--- src/rtl/ifu_pkg.sv ---
// Shared types for the instruction fetch unit: PC type, fetch FSM states, PC limit.
// Latency: none (types and constants only).
// Backpressure: not applicable.
package ifu_pkg;

    typedef logic [3:0] pc_t;

    typedef enum logic [1:0] {
        IDLE    = 2'd0,
        FETCH   = 2'd1,
        DELIVER = 2'd2
    } fetch_state_e;

    localparam pc_t PC_MAX = 4'hF;

endpackage

--- src/rtl/ifu_fetch_sequencer_inc4bit.sv ---
// 4-bit incrementer with carry out; carry marks the PC_MAX -> 0 rollover.
// Latency: combinational.
// Backpressure: not applicable.
module inc4bit
    import ifu_pkg::*;
(
    input  pc_t  a,
    output pc_t  sum,
    output logic carry
);

    assign {carry, sum} = {1'b0, a} + 5'd1;

endmodule

--- src/rtl/ifu_fetch_sequencer.sv ---
// Fetch sequencer: holds the PC, reads imem with req/ack, hands words to decode.
// Latency: ack to inst_valid is 1 cycle; at most one instruction every 2 cycles.
// Backpressure: inst_ready low holds the instruction stable and stalls further fetches.
module ifu_fetch_sequencer
    import ifu_pkg::*;
#(
    parameter int  IW      = 16,
    parameter pc_t BOOT_PC = 4'h0
) (
    input  logic          clk,
    input  logic          rst_n,
    input  logic          start,
    input  logic          halt,
    input  logic          redirect_valid,
    input  logic [3:0]    redirect_pc,
    output logic          imem_req,
    output logic [3:0]    imem_addr,
    input  logic          imem_ack,
    input  logic [IW-1:0] imem_rdata,
    output logic          inst_valid,
    output logic [IW-1:0] inst_data,
    output logic [3:0]    inst_pc,
    input  logic          inst_ready,
    output logic          busy,
    output logic          wrap
);

    fetch_state_e  state_q, state_d;
    pc_t           pc_q, pc_d;
    pc_t           inst_pc_q, inst_pc_d;
    pc_t           pc_inc;
    logic          pc_carry;
    logic          halt_pending_q, halt_pending_d;
    logic          wrap_q, wrap_d;
    logic [IW-1:0] inst_data_q, inst_data_d;

    inc4bit u_inc (
        .a     (pc_q),
        .sum   (pc_inc),
        .carry (pc_carry)
    );

    always_comb begin
        state_d        = state_q;
        pc_d           = pc_q;
        inst_pc_d      = inst_pc_q;
        inst_data_d    = inst_data_q;
        wrap_d         = 1'b0;
        halt_pending_d = halt_pending_q | (halt & (state_q != IDLE));

        // Redirect wins over everything, including an ack landing in the same cycle.
        if (redirect_valid) begin
            pc_d = redirect_pc;
            if (state_q != IDLE) begin
                state_d = FETCH;
            end
        end else begin
            case (state_q)
                IDLE: begin
                    if (start && !halt) begin
                        state_d = FETCH;
                    end
                end
                FETCH: begin
                    if (imem_ack) begin
                        inst_data_d = imem_rdata;
                        inst_pc_d   = pc_q;
                        pc_d        = pc_inc;
                        wrap_d      = pc_carry;
                        state_d     = DELIVER;
                    end
                end
                DELIVER: begin
                    if (inst_ready) begin
                        if (halt_pending_q || halt) begin
                            state_d        = IDLE;
                            halt_pending_d = 1'b0;
                        end else begin
                            state_d = FETCH;
                        end
                    end
                end
                default: begin
                    state_d = IDLE;
                end
            endcase
        end
    end

    always_ff @(posedge clk or negedge rst_n) begin
        if (!rst_n) begin
            state_q        <= IDLE;
            pc_q           <= BOOT_PC;
            inst_pc_q      <= '0;
            inst_data_q    <= '0;
            halt_pending_q <= 1'b0;
            wrap_q         <= 1'b0;
        end else begin
            state_q        <= state_d;
            pc_q           <= pc_d;
            inst_pc_q      <= inst_pc_d;
            inst_data_q    <= inst_data_d;
            halt_pending_q <= halt_pending_d;
            wrap_q         <= wrap_d;
        end
    end

    assign imem_addr  = pc_q;
    assign imem_req   = (state_q == FETCH);
    assign inst_valid = (state_q == DELIVER);
    assign busy       = (state_q != IDLE);
    assign wrap       = wrap_q;
    assign inst_data  = inst_data_q;
    assign inst_pc    = inst_pc_q;

endmodule
--- config.mk ---
export PLATFORM = sky130hd
export DESIGN_NAME = ifu_fetch_sequencer
export DESIGN_NICKNAME = d
export VERILOG_FILES = /design/src/rtl/ifu_pkg.sv /design/src/rtl/ifu_fetch_sequencer_inc4bit.sv /design/src/rtl/ifu_fetch_sequencer.sv
export SDC_FILE = /design/constraint.sdc
export NUM_CORES = 1
export LEC_CHECK = 0
export BUFFER_PORTS_ARGS = -buffer_cell sky130_fd_sc_hd__buf_2
export CAP_MARGIN = 20
export CORE_ASPECT_RATIO = 1.2
export CORE_UTILIZATION = 35
export DETAILED_ROUTE_END_ITERATION = 8
export HOLD_SLACK_MARGIN = 0.03
export PLACE_DENSITY = 0.71
export SKIP_CTS_REPAIR_TIMING = 1
export SYNTH_ARGS = -nofsm -noshare
export SYNTH_HDL_FRONTEND = slang
export SYNTH_SLANG_ARGS = --single-unit
--- constraint.sdc ---
create_clock -name clk -period 2 [get_ports clk]
set_input_delay 0.4 -clock clk [delete_from_list [all_inputs] [get_ports clk]]
set_output_delay 0.4 -clock clk [all_outputs]
set_load 0.01 [all_outputs]
==> results of run 1 <==
-- cell families (layout without fill, tap and decap cells) --
logic type | count (synthesis) | count (layout) | synth area share
DFF | 28 | 28 | 0.588
buffers and inverters | 5 | 60 | 0.0315
adders and majority gates | 1 | 1 | 0.0105
AOI/OAI and AO/OA | 10 | 10 | 0.0535
and+or+nand+nor | 19 | 19 | 0.105
xor gates and xnor gates | 2 | 2 | 0.0147
muxes | 21 | 21 | 0.197
-- cells in the mapped netlist (all sizes together) --
library cell | count | area, um^2
and2b | 2 | 16.3
nand3 | 2 | 10.0
nand3b | 1 | 20.0
o211ai | 1 | 7.51
or4 | 1 | 7.51
nand2b | 1 | 6.26
mux2i | 1 | 10.0
a31oi | 1 | 6.26
o22a | 1 | 8.76
a2bb2oi | 1 | 8.76
or2 | 1 | 6.26
xor2 | 2 | 17.5
mux2 | 20 | 225
o21ai | 4 | 20.0
inv | 1 | 3.75
nor2 | 4 | 22.5
and4 | 1 | 8.76
dfrtp | 28 | 701
o31ai | 1 | 7.51
nand4b | 1 | 8.76
ha | 1 | 12.5
buf | 4 | 33.8
nand2 | 5 | 18.8
a21oi | 1 | 5.00
-- power by group through the flow --
stage	sequential, uW	clock, uW	combinational [uW]
floorplan	1050	0	344
global placement	948	0	742
detailed placement	960	0	767
CTS	945	283	770
global route	980	296	816
finish	940	267	751
-- critical path, cell delays in order, from the launching register on --
cell     delay, ns
dfrtp_1       0.50
or2_2         0.34
buf_2         0.14
-- per-layer routing --
layer / part of all wire / GRT usage / vias up
li1: - / - / 414
met1: 0.40 / 0.148 / 431
met2: 0.52 / 0.236 / 36
met3: 0.072 / 0.0313 / 4
met4: 0.013 / 0.0656 / 0
met5: 0 / 0 / -
-- cells in the final DEF (no fill, tap or decap), types with 2 or more instances in the layout --
cell      Yosys  final
buf_2         0     54
clkbuf_4      0      3
dfrtp_1      28     28
mux2_2       20     20
nand2_1       5      5
nand3_1       2      2
nor2_1        3      3
o21ai_0       4      4
xor2_1        2      2
-- metrics by stage --
stage / hold slack [ns] / total power [uW] / area (um^2) / util
detailed placement: 0.454 / 1730 / 1480 / 0.468
CTS: 0.0763 / 2000 / 1520 / 0.479
floorplan: 0.104 / 1390 / 1190 / -
global placement: 0.440 / 1690 / 1480 / 0.468
global route: 0.112 / 2090 / 1520 / 0.479
finish: 0.0630 / 1960 / 1520 / 0.479
-- flip-flops by register name (all words and copies together) (netlist names) --
name	cells
wrap	1
imem_addr	4
state_q	2
inst_pc	4
halt_pending_q	1
inst_data	16
-- final timing paths --
| kind | cells after the start | from | slack [ns] | to |
|---|---|---|---|---|
| setup / recovery | 2 | state_q[0] | 0.30 | busy |
| hold / removal | 1 | rst_n | 0.06 | state_q[1] |
| setup reg to reg | 4 | state_q[1] | 0.42 | inst_data[5] |
| max in group asynchronous | 1 | rst_n | 1.55 | wrap |
| hold reg to reg | 1 | inst_data[13] | 0.51 | inst_data[13] |
| min in group clk | 2 | halt | 0.27 | state_q[0] |
-- area by class of cell --
| class | count | area (um^2) | share of cell area |
|---|---|---|---|
| Clock buffer | 4 | 36.3 | 0.0239 |
| Timing Repair Buffer | 55 | 278 | 0.183 |
| Inverter | 1 | 3.75 | 0.00247 |
| Sequential cell | 28 | 701 | 0.462 |
| Tap cell | 36 | 45.0 | 0.0297 |
| Multi-Input combinational cell | 53 | 454 | 0.299 |
==> key figures, run 1 <==
Status
  – Status: finished, final reports clean

Power
  – Clock power frac: 0.136
  – P_int: around 1300 uW
  – Seq pwr share: 0.480
  – Max rail drop VDD: 0.000534 V
  – Logic pwr share: 0.384
  – NetSw: approximately 640 uW
  – Pwr dens: around 1300 nW/um^2
  – Pleak: 0.000770 uW
  – Switching Fraction: 0.326

Route
  – Vias: 885
  – Initial DRC count: 23
  – Vias/cell: 5.00
  – Antenna Nets Post-Route: 0
  – Routed wire length: approximately 2.3 mm
  – Drt wl/cell: 13.1 um
  – DRT Pass-1 Iters: 4
  – DR DRC count: 0

Clocking
  – CTS tree: yes
  – Clock Latency Late Sink: 0.32 ns
  – H-tree depth: 1
  – Cts bufs inserted: 3
  – Sink Count: 28
  – Clk buf depth: 2
  – Reg clk slew, reported paths: 0.14 ns
  – CTS root buffer: clkbuf_4

Yosys
  – Sequential fraction of the synthesis area: 0.588
  – Syn avg cell area: roughly 14 um^2
  – Synth Instances: 86
  – Synth Cell Area: 1190 um^2
  – Distinct cell type count after synthesis: 27
  – YS warnings: 0
  – Post-synthesis register bit count: 28
  – Syn nets: 114

Setup path
  – Max FO, Critical Path: 7
  – Kind of critical path: flip-flop to output pin
  – Critical path required time: between 1.5 and 2 ns
  – Arr. time, crit path: 1.30 ns
  – Critical path capture point type: output pin
  – Setup crit start kind: flip-flop

GRT
  – Grt total ovfl: 0
  – Initial antenna violation count: 0
  – GR Util All Layers: 0.133
  – First-pass GRT wire length: 3.80 mm
  – Vias in the first global route: between 800 and 900
  – Largest net degree at the start of global routing: 29

Cells and area
  – Area grow syn2layout: 27.3%
  – Post-route insts no fill: between 150 and 200
  – Final #Nets: 170
  – N_diodes: 0
  – Fill count: around 300
  – Fraction of layout cells with a size suffix above 1: 0.589

Worst hold path
  – Hold Crit Class: input port to async pin

Timing
  – Slew HR: 0.600
  – Final number of hold-violating endpoints: 0
  – Final slew viol count: 0
  – Final Skew: 0.00489 ns
  – Setup violators final: 0
  – Measured slew at the worst slew-check pin: 0.600 ns
  – Tmin final: roughly 1.7 ns
  – RSZ-0062 raised after global routing: false
  – Setup TNS: 0 ns
  – Fmax: 0.588 GHz
  – Tcrit/Tclk final: 0.850
  – Final WS setup: 0.300 ns

Place
  – Placement Setup Slack: between 0.4 and 0.5 ns
  – Routability cong.: 0.696
  – HPWL Detailed: 1.77 mm
  – Placed cell count: roughly 170
  – PortBufs: 54

Die
  – Initial Util: 0.377
  – DIE HEIGHT: 65.9 um
  – Chip Width: about 55 um
  – Area of the core: 3170 um^2
  – Die area: 3650 um^2
  – Ports: 55
  – Std-Cell Rows: 22

Flow run
  – Max cap viols: 0
Power figures use the tool's default switching activity.
==> run 2, diff against run 1 <==
- PLACE_DENSITY: 0.71 -> 0.73
- clock period: 2 -> 1.55 ns (I/O delays scaled with it)
==> run 2 against run 1 <==
  * Sequential share of layout area fell by 1.6 points
  * Sequential cell count unchanged
  * First-iteration DRC count fell by 52%
  * Largest cell class unchanged
  * Largest power group unchanged
  * Highest routed layer unchanged
==> key figures, run 2 (same netlist as run 1, synthesis figures left out) <==
Cells and area
  – Commonest non-fill, non-tap cell in the layout: buf_2 (unchanged)
  – Commonest non-fill, non-tap cells in the layout: buf_2 (52), dfrtp_1 (27), mux2_2 (20) (was buf_2 (54), dfrtp_1 (28), mux2_2 (20))
  – Fraction of layout cells with a size suffix above 1: 0.597 (was 0.589)
  – Max FFs per register: 16 (unchanged)
  – Area grow syn2layout: 32.1% (was 27.3%)
  – Final #Nets: 173 (was 170)
  – N_diodes: 0 (unchanged)
  – Final instance area: 1580 um^2 (was 1520 um^2)

Die
  – Die area: 3650 um^2 (unchanged)
  – Area of the core: 3170 um^2 (unchanged)
  – Std-Cell Rows: 22 (unchanged)
  – Chip Width: 55.3 um (unchanged)
  – Ports: 55 (unchanged)
  – DIE HEIGHT: 65.9 um (unchanged)
  – Initial Util: 0.377 (unchanged)

Clocking
  – Clk buf depth: 2 (unchanged)
  – CTS root buffer: clkbuf_4 (unchanged)
  – Clock Latency Late Sink: 0.32 ns (about the same)
  – Sink Count: 28 (unchanged)
  – H-tree depth: 1 (unchanged)
  – Reg clk slew, reported paths: 0.15 ns (was 0.14 ns)
  – CTS tree: yes (unchanged)
  – Cts bufs inserted: 3 (unchanged)

Setup path
  – Worst r2r src: state_q[1] (unchanged)
  – Critical path required time: 1.24 ns (was 1.60 ns)
  – Crit path buf inv count: 2 (was 1)
  – Critical Path Max Stage Delay: 0.43 ns (was 0.50 ns)
  – Cells on worst reg2reg path: 4 (unchanged)
  – Max FO, Critical Path: 8 (was 7)
  – Most frequent CP cell: buf_6
  – CP Cell Sequence: buf_6 > or2_4 > buf_6 (was or2_2 > buf_2)
  – Reg2reg setup slack: 0.16 ns (was 0.42 ns)
  – Top delay family on crit path: flip-flops (unchanged)
  – Critical path capture point type: output pin (unchanged)
  – Critical path's slowest cell: dfrtp_1 (unchanged)
  – Setup crit start kind: flip-flop (unchanged)
  – Worst r2r dst: inst_pc[2] (was inst_data[5])
  – Kind of critical path: flip-flop to output pin (unchanged)
  – Arr. time, crit path: 1.23 ns (was 1.30 ns)

Timing
  – Setup violators final: 0 (unchanged)
  – Hold_ws: 0.195 ns (was 0.0630 ns)
  – Fmax: between 0.6 and 0.7 GHz
  – Slew HR: 0.594 (was 0.600)
  – Final slew viol count: 0 (unchanged)
  – Tcrit/Tclk final: 0.996
  – Final number of hold-violating endpoints: 0 (unchanged)
  – Tmin final: 1.54 ns
  – Setup TNS: 0 ns (unchanged)
  – Final Skew: 0.0101 ns (was 0.00489 ns)
  – Measured slew at the worst slew-check pin: 0.609 ns (was 0.600 ns)
  – RSZ-0062 raised after global routing: true (was false)

Place
  – Routability cong.: 0.645 (was 0.696)
  – PortBufs: 54 (unchanged)
  – Placed inst area: 1500 um^2 (was 1480 um^2)
  – HPWL Detailed: 1.75 mm (was 1.77 mm)

Power
  – Pwr dens: 1640 nW/um^2 (was 1290 nW/um^2)
  – Pleak: 0.000790 uW (was 0.000770 uW)
  – Max rail drop VDD: 0.000803 V (was 0.000534 V)

GRT
  – Grt total ovfl: 0 (unchanged)
  – First-pass GRT wire length: 3.71 mm (was 3.80 mm)
  – Initial antenna violation count: 0 (unchanged)
  – GR Util All Layers: 0.130 (was 0.133)
  – Largest net degree at the start of global routing: 29 (unchanged)
  – Vias in the first global route: 838 (was 880)

Route
  – Highest routed metal layer: met4 (unchanged)
  – Met2 WL: 1.28 mm (was 1.20 mm)
  – Vias/cell: 4.76 (was 5.00)
  – Wire length on met3: 125 um (was 167 um)
  – Drt wl/cell: 13.0 um (was 13.1 um)
  – Wl on met1: 923 um (unchanged)
  – Routed wire length: 2.34 mm (was 2.33 mm)
  – DRT Pass-1 Iters: 3 (was 4)
  – DR DRC count: 0 (unchanged)
  – Vias: 856 (was 885)
  – Initial DRC count: 11 (was 23)
  – Antenna Nets Post-Route: 0 (unchanged)

Worst hold path
  – Worst Hold End: state_q[0]
  – Hold Startpoint: halt
  – Worst hold path cell count: 2
  – Hold Crit Class: input port to flip-flop (was input port to async pin)

Flow run
  – Max cap viols: 0 (unchanged)

Status
  – Status: finished, final reports clean (unchanged)
## run 2: worst register-to-register path: stages (launching register included)
cell and delay [ns]:
dfrtp_1 0.43, nand3b_4 0.21, nor2_4 0.12, buf_12 0.17
mux2_2 0.36
## run 2: worst max-delay path by stage
stage                     slack [ns]        from  cells after the start           end
after global routing           -0.04  state_q[1]                      3          busy
after detailed placement        0.16  state_q[0]                      4  inst_data[2]
after global placement          0.22  state_q[0]                      4  inst_data[7]
after CTS                      -0.09  state_q[1]                      3          busy
final                          0.006  state_q[1]                      3          busy
after floorplan                 0.15  state_q[1]                      5  inst_data[0]
## run 2: layer usage
metal	vias to the layer above	track usage
met3	2	0.0215
met1	406	0.164
met5	-	0
li1	418	-
met4	0	0.0469
met2	30	0.224
## run 2: final cells by class
type,instances,area (um^2)
flip-flops and latches,28,702
well taps,36,45.0
repair buffers,58,332
multi-input cells,53,457
clock buffers,4,36.3
fillers,293,1590
inverters,1,3.75
## run 2: metrics by stage
step / cells / power, uW / util / setup WS, ns
finish: 180 / 2590 / 0.498 / 0.00565
global placement: 174 / 2190 / 0.474 / 0.215
detailed placement: 174 / 2240 / 0.474 / 0.159
CTS: 178 / 2590 / 0.486 / -0.0949
floorplan: 86 / 1800 / - / 0.153
global route: 180 / 2750 / 0.498 / -0.0384
## run 2: power breakdown
group	internal (uW)	total [uW]	switching, uW
logic	574	1030	454
clock network	143	344	200
registers	1030	1220	182
==> run 3, diff against run 2 <==
--- a/config.mk
+++ b/config.mk
@@ -6,4 +6,5 @@
 export NUM_CORES = 1
 export LEC_CHECK = 0
+export ABC_CLOCK_PERIOD_IN_PS = 1410
 export BUFFER_PORTS_ARGS = -buffer_cell sky130_fd_sc_hd__buf_2
 export CAP_MARGIN = 20
==> constraint.sdc (replaced) <==
create_clock -name clk -period 1.41 [get_ports clk]
set_input_delay 0.2115 -clock clk [delete_from_list [all_inputs] [get_ports clk]]
set_output_delay 0.2115 -clock clk [all_outputs]
set_load 0.01 [all_outputs]
==> run 3 against run 2 <==
  * The run now ends with setup timing left
  * Worst hold slack got worse by 0.10 ns
  * Die area is the same
  * Sequential power rose by 9%
  * Cell count up 2.8%
  * Power grew 13%
  * Clock power increased by 8.7%
  * Sequential share of layout area decreased by 1.6 points
  * Sequential cell count unchanged
  * Via count rose by 6.8%
  * First-iteration DRC count shrank 36%
  * Core utilization increased by 1.8 points
  * Routed wire length up 5.2%
  * Largest power group unchanged
==> key figures, run 3 (same netlist as run 1, synthesis figures left out) <==
Status
  – Status: finished, violations left (was finished, final reports clean)
  – Failing checks: setup timing

GRT
  – Vias in the first global route: 896 (was 838)
  – GR Util All Layers: 0.129 (was 0.130)
  – Initial antenna violation count: 0 (unchanged)
  – Largest net degree at the start of global routing: 29 (unchanged)
  – First-pass GRT wire length: 3.76 mm (was 3.71 mm)
  – Grt total ovfl: 0 (unchanged)

Clocking
  – CTS root buffer: clkbuf_4 (unchanged)
  – Reg clk slew, reported paths: 0.14 ns (was 0.15 ns)
  – H-tree depth: 1 (unchanged)
  – Cts bufs inserted: 3 (unchanged)
  – Clk buf depth: 2 (unchanged)
  – Clock Latency Late Sink: 0.32 ns (about the same)
  – Sink Count: 28 (unchanged)
  – CTS tree: yes (unchanged)

Cells and area
  – Fill count: 287 (was 293)
  – Fraction of layout cells with a size suffix above 1: 0.604 (was 0.597)
  – Finished Core Util: 0.516 (was 0.498)
  – Commonest non-fill, non-tap cell in the layout: buf_2 (unchanged)
  – Commonest non-fill, non-tap cells in the layout: buf_2 (52), dfrtp_1 (28), mux2_2 (20) (was buf_2 (52), dfrtp_1 (27), mux2_2 (20))
  – N_diodes: 0 (unchanged)
  – Area grow syn2layout: 36.9% (was 32.1%)
  – Max FFs per register: 16 (unchanged)
  – Final #Nets: 178 (was 173)

Place
  – Placement Setup Slack: 0.0525 ns (was 0.159 ns)
  – PortBufs: 54 (unchanged)
  – Routability cong.: 0.670 (was 0.645)

Power
  – Pleak: 0.000823 uW (was 0.000790 uW)
  – Max rail drop VDD: 0.000966 V (was 0.000803 V)
  – Pwr dens: 1790 nW/um^2 (was 1640 nW/um^2)

Setup path
  – Reg2reg setup slack: 0.02 ns (was 0.16 ns)
  – Critical path capture point type: output pin (unchanged)
  – Max FO, Critical Path: 6 (was 8)
  – Critical path required time: 1.20 ns (was 1.24 ns)
  – Worst r2r dst: inst_data[14] (was inst_pc[2])
  – Arr. time, crit path: 1.26 ns (was 1.23 ns)
  – Setup crit start kind: flip-flop (unchanged)
  – Kind of critical path: flip-flop to output pin (unchanged)
  – Cells on worst reg2reg path: 4 (unchanged)
  – Worst r2r src: state_q[1] (unchanged)

Timing
  – Fmax: between 0.6 and 0.7 GHz
  – Final slew viol count: 0 (unchanged)
  – Tcrit/Tclk final: 1.04
  – Final WS setup: -0.0581 ns (was 0.00565 ns)
  – Slew HR: 0.603 (was 0.594)
  – RSZ-0062 raised after global routing: true (unchanged)
  – Final number of hold-violating endpoints: 0 (unchanged)
  – Setup violators final: 2 (was 0)
  – Tmin final: roughly 1.5 ns
  – Final Skew: 0.00532 ns (was 0.0101 ns)
  – Measured slew at the worst slew-check pin: 0.595 ns (was 0.609 ns)
  – Setup TNS: -0.0985 ns (was 0 ns)

Flow run
  – Max cap viols: 0 (unchanged)

Worst hold path
  – Worst hold path cell count: 2 (unchanged)
  – Hold Crit Class: input port to flip-flop (unchanged)
  – Worst Hold End: state_q[0] (unchanged)
  – Hold Startpoint: halt (unchanged)

Route
  – Vias: 914 (was 856)
  – DR DRC count: 0 (unchanged)
  – DRT Pass-1 Iters: 3 (unchanged)
  – Vias/cell: 4.94 (was 4.76)
  – Antenna Nets Post-Route: 0 (unchanged)
  – Routed wire length: 2.46 mm (was 2.34 mm)
  – Drt wl/cell: 13.3 um (was 13.0 um)
  – Initial DRC count: 7 (was 11)

Die
  – DIE HEIGHT: 65.9 um (unchanged)
  – Area of the core: 3170 um^2 (unchanged)
  – Ports: 55 (unchanged)
  – Std-Cell Rows: 22 (unchanged)
  – Chip Width: 55.3 um (unchanged)
  – Initial Util: 0.377 (unchanged)
  – Die area: 3650 um^2 (unchanged)
## run 3: final cells by class
cell class	count	area (um^2)	area share
flip-flops and latches	28	701	0.429
multi-input cells	53	457	0.280
repair buffers	63	390	0.239
well taps	36	45.0	0.0276
clock buffers	4	36.3	0.0222
inverters	1	3.75	0.00230
## run 3: through the flow
step	power [uW]	instances	instance area [um^2]	hold WS, ns
3_5_place_dp	2490	175	1510	0.257
3_3_place_gp	2420	175	1510	0.249
2_1_floorplan	1970	86	1190	-0.0841
4_1_cts	2860	179	1550	-0.106
5_1_grt	3100	185	1630	0.0956
6_report	2920	185	1630	0.0919
## run 3: worst max path at each step
| stage | startpoint | endpoint | slack, ns | cells after the start |
|---|---|---|---|---|
| after global routing | state_q[0] | busy | -0.1 | 3 |
| after floorplan | state_q[1] | inst_data[0] | 0.01 | 5 |
| after CTS | state_q[0] | busy | -0.18 | 3 |
| after detailed placement | state_q[1] | inst_data[4] | 0.05 | 4 |
| after global placement | state_q[1] | inst_data[7] | 0.11 | 4 |
| final | state_q[0] | busy | -0.06 | 3 |
## run 3: where the power goes
group	internal, uW	total [uW]	switching [uW]
logic	686	1220	531
registers	1130	1330	192
clock network	158	374	216
## run 3: worst max-delay path, cell delays in order (launching register included)
cell and delay, ns:
dfrtp_1 0.45, buf_6 0.14, or2_4 0.23, buf_6 0.12
## run 3: layer usage
metal / GRT usage / up-vias / wire length (um)
li1: - / 431 / -
met1: 0.152 / 451 / 1030
met2: 0.241 / 30 / 1320
met3: 0.0196 / 2 / 107
met4: 0.0375 / 0 / 11
met5: 0 / - / 0
